## config.mk

```make
export PLATFORM = sky130hd
export DESIGN_NAME = core_tile_sequencer
export DESIGN_NICKNAME = d
export VERILOG_FILES = /design/src/rtl/core_tile_sequencer.sv
export SDC_FILE = /design/constraint.sdc
export NUM_CORES = 1
export LEC_CHECK = 0
export BUFFER_PORTS_ARGS = -buffer_cell sky130_fd_sc_hd__buf_2
export CAP_MARGIN = 25
export CORE_MARGIN = 2
export CORE_UTILIZATION = 42
export DETAILED_ROUTE_END_ITERATION = 8
export HOLD_SLACK_MARGIN = 0.03
export SYNTH_ARGS = -nofsm -noshare
export SYNTH_HDL_FRONTEND = slang
export SYNTH_SLANG_ARGS = --single-unit
```

## constraint.sdc

```tcl
create_clock -name clk -period 11.6 [get_ports clk]
set_input_delay 0.58 -clock clk [delete_from_list [all_inputs] [get_ports clk]]
set_output_delay 0.58 -clock clk [all_outputs]
set_load 0.005 [all_outputs]
```

## src/rtl/core_tile_sequencer.sv

```systemverilog
// core_tile_sequencer
//   Generates the 49-bit instruction word for one weight-stationary tile of
//   the core. The steps are: weights xmem -> L0, kernel load into the PE
//   array, a settle gap, activations xmem -> L0, execute, and a drain of
//   OFIFO psum rows into pmem. The only feedback from the core is ofifo_valid.
//
// Ports
//   clk, reset   clock; asynchronous active-low reset
//   start        one-cycle request, sampled only in IDLE
//   len          number of activation vectors (= psum rows produced)
//   w_base       xmem address of the first weight vector
//   x_base       xmem address of the first activation vector
//   p_base       pmem address of the first psum write
//   acc_en       SFU accumulate enable, latched at start
//   relu_en      SFU ReLU enable, latched at start
//   ofifo_valid  core OFIFO holds a complete psum row
//   inst         registered core instruction word
//   busy         high from the cycle after an accepted start until DONE
//   done         one-cycle pulse at tile completion
//   dbg_state    current FSM state (encoding of state_t)
//
// OFIFO handshake: ofifo_valid acts as "valid" and inst[6] (ofifo_rd) as
// "ready". A row is popped on a cycle where ofifo_rd is high. Because inst
// is registered, ofifo_rd follows the ofifo_valid seen one cycle earlier.
// The rd_cnt < len cap stops the sequencer from popping more rows than the
// tile produced.

module core_tile_sequencer #(
  parameter int row     = 8,
  parameter int col     = 8,
  parameter int addr_bw = 11,
  parameter int len_bw  = 11
) (
  input  logic               clk,
  input  logic               reset,
  input  logic               start,
  input  logic [len_bw-1:0]  len,
  input  logic [addr_bw-1:0] w_base,
  input  logic [addr_bw-1:0] x_base,
  input  logic [addr_bw-1:0] p_base,
  input  logic               acc_en,
  input  logic               relu_en,
  input  logic               ofifo_valid,
  output logic [48:0]        inst,
  output logic               busy,
  output logic               done,
  output logic [2:0]         dbg_state
);

  typedef enum logic [2:0] {
    S_IDLE, S_W_L0, S_W_LOAD, S_W_GAP, S_X_L0, S_EXEC, S_DRAIN, S_DONE
  } state_t;

  // The phase counter must reach len (X_L0 has len+1 cycles) and row+col-1.
  localparam int gw = $clog2(row + col + 1);
  localparam int cw = (len_bw + 1 > gw) ? len_bw + 1 : gw;

  state_t             state, nxt_state;
  logic [cw-1:0]      cnt, nxt_cnt;
  logic [len_bw-1:0]  len_q, nxt_len;
  logic [len_bw-1:0]  rd_cnt, nxt_rd_cnt;
  // wr_cnt counts pmem writes already scheduled. It is incremented on the
  // edge that schedules a write, so during the final write cycle it equals len.
  logic [len_bw-1:0]  wr_cnt, nxt_wr_cnt;
  logic [addr_bw-1:0] w_q, x_q, p_q, nxt_w, nxt_x, nxt_p;
  logic               acc_q, relu_q, nxt_acc, nxt_relu;
  logic [48:0]        nxt_inst;
  logic               nxt_busy, nxt_done;
  logic               rd_issue, wr_now;

  always_comb begin
    rd_issue   = (state == S_DRAIN) && ofifo_valid && (rd_cnt < len_q);
    wr_now     = (state == S_DRAIN) && !inst[32];
    nxt_state  = state;
    nxt_cnt    = cnt;
    nxt_len    = len_q;
    nxt_rd_cnt = rd_cnt;
    nxt_wr_cnt = wr_cnt;
    nxt_w      = w_q;
    nxt_x      = x_q;
    nxt_p      = p_q;
    nxt_acc    = acc_q;
    nxt_relu   = relu_q;

    case (state)
      S_IDLE: begin
        if (start) begin
          nxt_len    = len;
          nxt_w      = w_base;
          nxt_x      = x_base;
          nxt_p      = p_base;
          nxt_acc    = acc_en;
          nxt_relu   = relu_en;
          nxt_cnt    = '0;
          nxt_rd_cnt = '0;
          nxt_wr_cnt = '0;
          nxt_state  = (len == '0) ? S_DONE : S_W_L0;
        end
      end
      S_W_L0: begin
        if (cnt == cw'(col)) begin
          nxt_state = S_W_LOAD;
          nxt_cnt   = '0;
        end else begin
          nxt_cnt = cnt + cw'(1);
        end
      end
      S_W_LOAD: begin
        if (cnt == cw'(col - 1)) begin
          nxt_state = S_W_GAP;
          nxt_cnt   = '0;
        end else begin
          nxt_cnt = cnt + cw'(1);
        end
      end
      S_W_GAP: begin
        if (cnt == cw'(row + col - 1)) begin
          nxt_state = S_X_L0;
          nxt_cnt   = '0;
        end else begin
          nxt_cnt = cnt + cw'(1);
        end
      end
      S_X_L0: begin
        if (cnt == cw'(len_q)) begin
          nxt_state = S_EXEC;
          nxt_cnt   = '0;
        end else begin
          nxt_cnt = cnt + cw'(1);
        end
      end
      S_EXEC: begin
        if (cnt == cw'(len_q - len_bw'(1))) begin
          nxt_state = S_DRAIN;
          nxt_cnt   = '0;
        end else begin
          nxt_cnt = cnt + cw'(1);
        end
      end
      S_DRAIN: begin
        if (rd_issue) nxt_rd_cnt = rd_cnt + len_bw'(1);
        // A pop this cycle means the pmem write goes out next cycle.
        if (inst[6]) nxt_wr_cnt = wr_cnt + len_bw'(1);
        if (wr_now && (wr_cnt == len_q)) nxt_state = S_DONE;
      end
      S_DONE: nxt_state = S_IDLE;
      default: nxt_state = S_IDLE;
    endcase

    nxt_busy = (nxt_state != S_IDLE) && (nxt_state != S_DONE);
    nxt_done = (nxt_state == S_DONE);

    // Build the word the core sees next cycle. All CEN/WEN bits default high.
    nxt_inst     = '0;
    nxt_inst[18] = 1'b1;
    nxt_inst[19] = 1'b1;
    nxt_inst[31] = 1'b1;
    nxt_inst[32] = 1'b1;
    nxt_inst[44] = 1'b1;
    nxt_inst[45] = 1'b1;
    if (nxt_busy) nxt_inst[47:46] = {nxt_relu, nxt_acc};

    case (nxt_state)
      S_W_L0: begin
        if (nxt_cnt < cw'(col)) begin
          nxt_inst[19]             = 1'b0;
          nxt_inst[7 +: addr_bw]   = nxt_w + addr_bw'(nxt_cnt);
        end
        // L0 write trails the xmem read by the SRAM's one-cycle latency.
        if (nxt_cnt != '0) nxt_inst[2] = 1'b1;
      end
      S_W_LOAD: begin
        nxt_inst[3] = 1'b1;
        nxt_inst[1] = 1'b1;
      end
      S_X_L0: begin
        if (nxt_cnt < cw'(nxt_len)) begin
          nxt_inst[19]             = 1'b0;
          nxt_inst[7 +: addr_bw]   = nxt_x + addr_bw'(nxt_cnt);
        end
        if (nxt_cnt != '0) nxt_inst[2] = 1'b1;
      end
      S_EXEC: begin
        nxt_inst[3] = 1'b1;
        nxt_inst[0] = 1'b1;
      end
      S_DRAIN: begin
        if (rd_issue) nxt_inst[6] = 1'b1;
        if (inst[6]) begin
          nxt_inst[32]             = 1'b0;
          nxt_inst[31]             = 1'b0;
          nxt_inst[20 +: addr_bw]  = p_q + addr_bw'(wr_cnt);
        end
      end
      default: ;
    endcase
  end

  always_ff @(posedge clk or negedge reset) begin
    if (!reset) begin
      state  <= S_IDLE;
      cnt    <= '0;
      len_q  <= '0;
      rd_cnt <= '0;
      wr_cnt <= '0;
      w_q    <= '0;
      x_q    <= '0;
      p_q    <= '0;
      acc_q  <= 1'b0;
      relu_q <= 1'b0;
      busy   <= 1'b0;
      done   <= 1'b0;
      inst   <= 49'h3001_800C_0000;
    end else begin
      state  <= nxt_state;
      cnt    <= nxt_cnt;
      len_q  <= nxt_len;
      rd_cnt <= nxt_rd_cnt;
      wr_cnt <= nxt_wr_cnt;
      w_q    <= nxt_w;
      x_q    <= nxt_x;
      p_q    <= nxt_p;
      acc_q  <= nxt_acc;
      relu_q <= nxt_relu;
      busy   <= nxt_busy;
      done   <= nxt_done;
      inst   <= nxt_inst;
    end
  end

  assign dbg_state = state;

endmodule

```

==> results.yml, run 1 <==
logic_synthesis:
  netlist_instances: 864
  synth_ff_type: "dfrtp_1"
  synth_area_per_cell_um2: 8.692
  ys_seq_area_share_pct: 38.69
  synthArstFlopShare_pct: 100.0
  ys_types: 68
  yosys_warnings: 0
  synth_common_cells: "nand2_1, dfrtp_1, inv_1"
  synth.largest_area_cell: "dfrtp_1"
  yosys.cell_count.top_type: "nand2_1"
  syn_area_mm2: 0.007510
  synth_area_leaders: "dfrtp_1, ha_1, nand2_1"
  netlist.area_leader.share_pct: 37.99
  synth_edf_count: 0
  synth-seq-cells: 116
clock_network:
  clkTransAtPathRegs_ns: 0.06
  cts_tree: "done"
  clock-sinks: 116
  hold_buffers: 0
  clk_latency_ns: 0.42
  post_cts_buffers: 0
  cts_buffers: 17
  cts.repair.resized: 0
  clockBufferDepth: 2
  htree_levels: 4
  ctsRootBufferMaster: "clkbuf_16"
sta:
  max_freq_mhz: 169.4
  finClkSkew_ns: 0.009168
  maxSlewViolCount: 0
  timing.final.hold_violations: 0
  finalCritPeriodShare_pct: 50.89
  whs_ns: 0.1243
  slew-limit-headroom_pct: 41.89
  finalSetupTns_ns: 0
  setup_viol: 0
  worst_slew_pin_slew_ns: 0.8685
  rsz0062_at_grt: "no"
  fin_crit_ns: 5.904
placed_design:
  port_buffers: 86
  dp_hpwl_mm: 14.36
  placed_cells: 1139
  routabilityCongestion: 0.9075
  place_area_mm2: 0.008049
die:
  chipHeight_um: 137.7
  start_util_pct: 43.12
  num_rows: 48
  die_x_um: 137.7
  die-area_mm2: 0.01897
  io_pins: 104
  core_mm2: 0.01742
worst_setup_path:
  critPathArrivalTime_ns: 6.21
  cp.required_ns: 11.91
  slowest_delay_ns: 0.70
  reg2reg_from: "len_q[1]"
  crit_top_cell: "o21ai_0"
  cp_num_buf_inv: 1
  startpoint: "len_q[1]"
  worstSetupPathType: "reg -> reg"
  worstPathCellList: "inv_1 -> ha_1 -> or4b_1 -> nor4b_1 -> o31ai_1 -> a2111oi_4 -> a21oi_2 -> nor2_1 -> o21ai_0 -> nand2_1 -> o21ai_0 -> ha_1 -> nor2b_1 -> o21ai_0 -> a21oi_1 -> o21ai_0 -> a21oi_1 -> o21ai_0 -> mux2i_1 -> a21o_1 -> a21oi_1 -> a21o_1"
  cp_slowest_cell: "nor2_1"
  startpoint_type: "flop"
  crit_family: "compound AO/OA/AOI/OAI gates"
  cp-end-kind: "flop"
  cp_max_fo: 15
grt:
  antenna_found_initial: 0
  grt_overflow_total: 0
  grt_max_degree: 48
  grt_pass1_vias: 5940
  grt_pass1_wl_mm: 31.39
  track_usage_pct: 21.80
pwr:
  power_leakage_nw: 4.329
  ir_drop_v: 0.0001326
  powerDensity_mw_per_mm2: 179.5
layout:
  area_growth_pct: 15.39
  multi_input_area_mm2: 0.004146
  fill_cells: 1706
  drive_gt1_share_pct: 14.47
  antennaDiodeCount: 0
  final_nets: 1042
  finalNonFillerCells: 1172
  seq_area_mm2: 0.002905
  design_area_mm2: 0.008666
detailed_routing:
  route.vias.total: 6234
  drc: 0
  viasPerCell: 5.319
  first_pass_iters: 4
  detail_route.wl_per_cell_um: 16.56
  drt_wl_total_mm: 19.40
  drtAntennaViolNets: 0
  drt_iter0_markers: 391
worst_hold_path:
  hold_path.class: "in -> async"
flow_run:
  max_cap_violations: 0
status:
  status: "completed"
==> routing by layer <==
layer  vias to the layer above  part of all wire (%)  track usage (%)
met5                         -                     0                0
met4                         0                   1.7            7.426
met3                        22                   4.6            4.084
met2                       164                    45            33.25
met1                      2955                    49            31.06
li1                       3093                     -                -
==> worst paths after layout <==
check	end	slack (ns)	cells past startpoint
max in group asynchronous	w_q[7]	10.33	3
max reg2reg	inst[17]	5.70	22
min reg2reg	relu_q	0.47	2
min	cnt[4]	0.12	1
min in group clk	p_q[3]	0.35	3
max	inst[17]	5.70	22
==> registers in the layout (all words and copies together) (netlist names) <==
register,cells
len_q,11
wr_cnt,11
busy,1
p_q,11
x_q,11
acc_q,1
done,1
relu_q,1
inst,31
dbg_state,3
w_q,11
cnt,12
rd_cnt,11
==> placed cells by master, fill, tap and decap left out, types with 7 or more instances in the layout <==
master / netlist / final
clkbuf_16: 0 / 17
a21oi_1: 47 / 47
nor3_1: 12 / 12
xor2_1: 32 / 32
nor2_1: 55 / 55
conb_1: 2 / 17
a21o_1: 16 / 16
and3_1: 15 / 15
o21bai_1: 14 / 14
nand2_1: 152 / 152
nor4_1: 14 / 14
ha_1: 55 / 55
or3_1: 9 / 9
buf_2: 2 / 85
o31ai_1: 7 / 7
nand3_1: 20 / 20
nand4_1: 13 / 13
a22o_1: 8 / 8
dfrtp_1: 114 / 114
inv_1: 59 / 59
xnor2_1: 34 / 34
o21ai_0: 36 / 36
a211oi_1: 7 / 7
==> kinds of logic after synthesis <==
group | after synthesis | synth area share (%)
simple gates | 328 | 20.59
compound gates | 172 | 15.36
buf+inv | 117 | 6.931
flops | 116 | 38.69
xor+xnor | 66 | 7.698
fa+ha+maj | 58 | 9.963
mux | 5 | 0.6665
other cells | 2 | 0.1000
==> per-stage QoR <==
step / total power (W) / util (%) / worst slack (ns)
2_1_floorplan: 0.0008880 / - / 6.500
3_3_place_gp: 0.001018 / 46.10 / 5.887
3_5_place_dp: 0.001021 / 46.21 / 5.705
4_1_cts: 0.001568 / 49.67 / 5.686
5_1_grt: 0.001667 / 49.76 / 4.962
6_report: 0.001555 / 49.76 / 5.696
==> power breakdown <==
group          switching, W  internal, W
sequential        0.0000941     0.000466
combinational      0.000256     0.000202
clock              0.000193     0.000343
==> area by class of cell <==
type,instances,area share (%)
timing repair buffer,93,5.833
clock buffer,20,5.154
clock inverter,12,1.790
tap,225,3.249
inverter,60,2.599
multi-input combinational,646,47.85
sequential,116,33.53
No activity file was read; power rests on OpenSTA's default activity.
==> run 2: changes to the inputs <==
==> constraint.sdc (replaced) <==
create_clock -name clk -period 5.16 [get_ports clk]
set_input_delay 0.258 -clock clk [delete_from_list [all_inputs] [get_ports clk]]
set_output_delay 0.258 -clock clk [all_outputs]
set_load 0.005 [all_outputs]
==> results.yml, run 2 (same netlist as run 1, synthesis figures left out) <==
grt:
  grt_overflow_total: 0
  grt_pass1_vias: 6090
  track_usage_pct: 22.28
  grt_pass1_wl_mm: 32.23
  antenna_found_initial: 0
  grt_max_degree: 64
die:
  num_rows: 48
  die-area_mm2: 0.01897
  core_mm2: 0.01742
  io_pins: 104
  chipHeight_um: 137.7
  start_util_pct: 43.12
  die_x_um: 137.7
sta:
  finClkSkew_ns: 0.01357
  slew-limit-headroom_pct: 35.47
  timing.final.hold_violations: 0
  whs_ns: 0.04524
  finalCritPeriodShare_pct: 94.64
  max_freq_mhz: 204.8
  worst_slew_pin_slew_ns: 0.9660
  fin_crit_ns: 4.884
  maxSlewViolCount: 0
  setup_viol: 0
detailed_routing:
  viasPerCell: 5.195
  drc: 0
  drt_wl_total_mm: 20.13
  route.vias.total: 6327
  drt_iter0_markers: 401
  first_pass_iters: 6
  detail_route.wl_per_cell_um: 16.53
  drtAntennaViolNets: 0
clock_network:
  clkTransAtPathRegs_ns: 0.06
  clockBufferDepth: 2
  ctsRootBufferMaster: "clkbuf_16"
  clock-sinks: 116
  cts_buffers: 17
  htree_levels: 4
  cts_tree: "done"
  clk_latency_ns: 0.43
worst_setup_path:
  cp-end-kind: "flop"
  slowest_delay_ns: 0.49
  worstPathCellList: "inv_1 -> ha_2 -> or4b_4 -> nor4b_2 -> o31ai_1 -> a2111oi_4 -> buf_4 -> a21o_1 -> nand2_1 -> nand2_1 -> o21ai_1 -> ha_1 -> a21oi_2 -> o21ai_0 -> a21oi_1 -> o21bai_1 -> a21oi_1 -> o21bai_1 -> or4_1 -> and3_1 -> a21o_1"
  cp.required_ns: 5.48
  reg2reg_depth: 21
  startpoint_type: "flop"
  cp_max_fo: 4
  worstSetupPathType: "reg -> reg"
  critPathArrivalTime_ns: 5.20
  crit_family: "compound AO/OA/AOI/OAI gates"
  cp.depth: 21
  cp_slowest_cell: "a2111oi_4"
  cp_num_buf_inv: 2
layout:
  final_cell_mix: "nand2_1, dfrtp_1, buf_2"
  drive_gt1_share_pct: 18.53
  top_regs: "inst x31, cnt x12"
  largest_register_ffs: 31
  seq_area_mm2: 0.002905
  fill_cells: 1642
  area_growth_pct: 19.96
  final_util_pct: 51.72
  final_common_cell: "nand2_1"
  antennaDiodeCount: 0
  final_nets: 1088
  multi_input_area_mm2: 0.004210
  top_register: "inst"
placed_design:
  routabilityCongestion: 0.9070
  dp_hpwl_mm: 14.87
  port_buffers: 86
pwr:
  power_leakage_nw: 4.502
  powerDensity_mw_per_mm2: 383.0
  p_total_w: 0.003450
  ir_drop_v: 0.0002976
worst_hold_path:
  holdPathStages: 3
  hold_path.class: "in -> reg"
flow_run:
  max_cap_violations: 0
status:
  status: "completed"
run 2: changes by cell type in the layout (fill, tap and decap cells not counted), moves of 2 or more:
cell and change:
buf_4 +36, dlygate4sd3_1 +12, o21ai_0 -4, a21oi_1 -3, bufinv_16 -3, clkinv_2 +3, o21ai_1 +3, a21oi_2 +2
clkinv_4 +2, inv_1 -2, inv_2 +2
run 2: cell type report:
type / instances / share of cell area [%]
clock inverters: 13 / 0.9861
repair buffers: 139 / 9.556
multi-input cells: 646 / 46.74
inverters: 60 / 2.542
flip-flops and latches: 116 / 32.25
clock buffers: 19 / 4.806
well taps: 225 / 3.125
run 2: stage by stage:
step                      setup WS (ns)   TNS [ns]  cell area, µm²  cells
after global routing          -0.006048  -0.006048            9009   1218
after floorplan                 0.06021          0            7566    879
after global placement           0.2352          0            8277   1171
after CTS                       0.07407          0            8921   1215
after detailed placement        0.03743          0            8277   1171
final                            0.2764          0            9009   1218
run 2: final timing paths:
check,start,end,slack [ns]
max reg2reg,len_q[0],inst[17],0.28
min,acc_en,acc_q,0.05
min in group asynchronous,reset,cnt[11],0.48
max in group asynchronous,reset,len_q[5],3.50
min reg2reg,acc_q,acc_q,0.47
max,len_q[0],inst[17],0.28
run 2: power by group:
group / internal (W) / total [W] / leakage (nW) / switching (W)
logic: 0.000524 / 0.00116 / 2.80 / 0.000639
clock network: 0.000609 / 0.00105 / 0.256 / 0.000445
registers: 0.00105 / 0.00123 / 1.44 / 0.000185
run 2: worst reg2reg max path, cell delays in order (launching register included):
cell and delay, ns:
dfrtp_1 0.37, inv_1 0.11, ha_2 0.20, or4b_4 0.48, nor4b_2 0.27, o31ai_1 0.15
a2111oi_4 0.49, buf_4 0.20, a21o_1 0.14, nand2_1 0.13, nand2_1 0.10, o21ai_1 0.11
ha_1 0.39, a21oi_2 0.17, o21ai_0 0.13, a21oi_1 0.17, o21bai_1 0.10, a21oi_1 0.16
o21bai_1 0.09, or4_1 0.45, and3_1 0.17, a21o_1 0.17
run 2: timing repair:
action                     4_1_cts  5_1_grt
resized for setup                1       20
setup buffers                    0        3
pin swaps                        0        7
setup endpoints to repair        1       12
hold endpoints to repair        72        0
hold buffers                    12        0
run 2: layer usage:
metal  track usage (%)  up-vias  wire [µm]
met4             6.859        0        362
met2             33.53      159       8889
met1             32.15     2960       9942
met5                 0        -          0
li1                  -     3182          -
met3             4.599       26        938
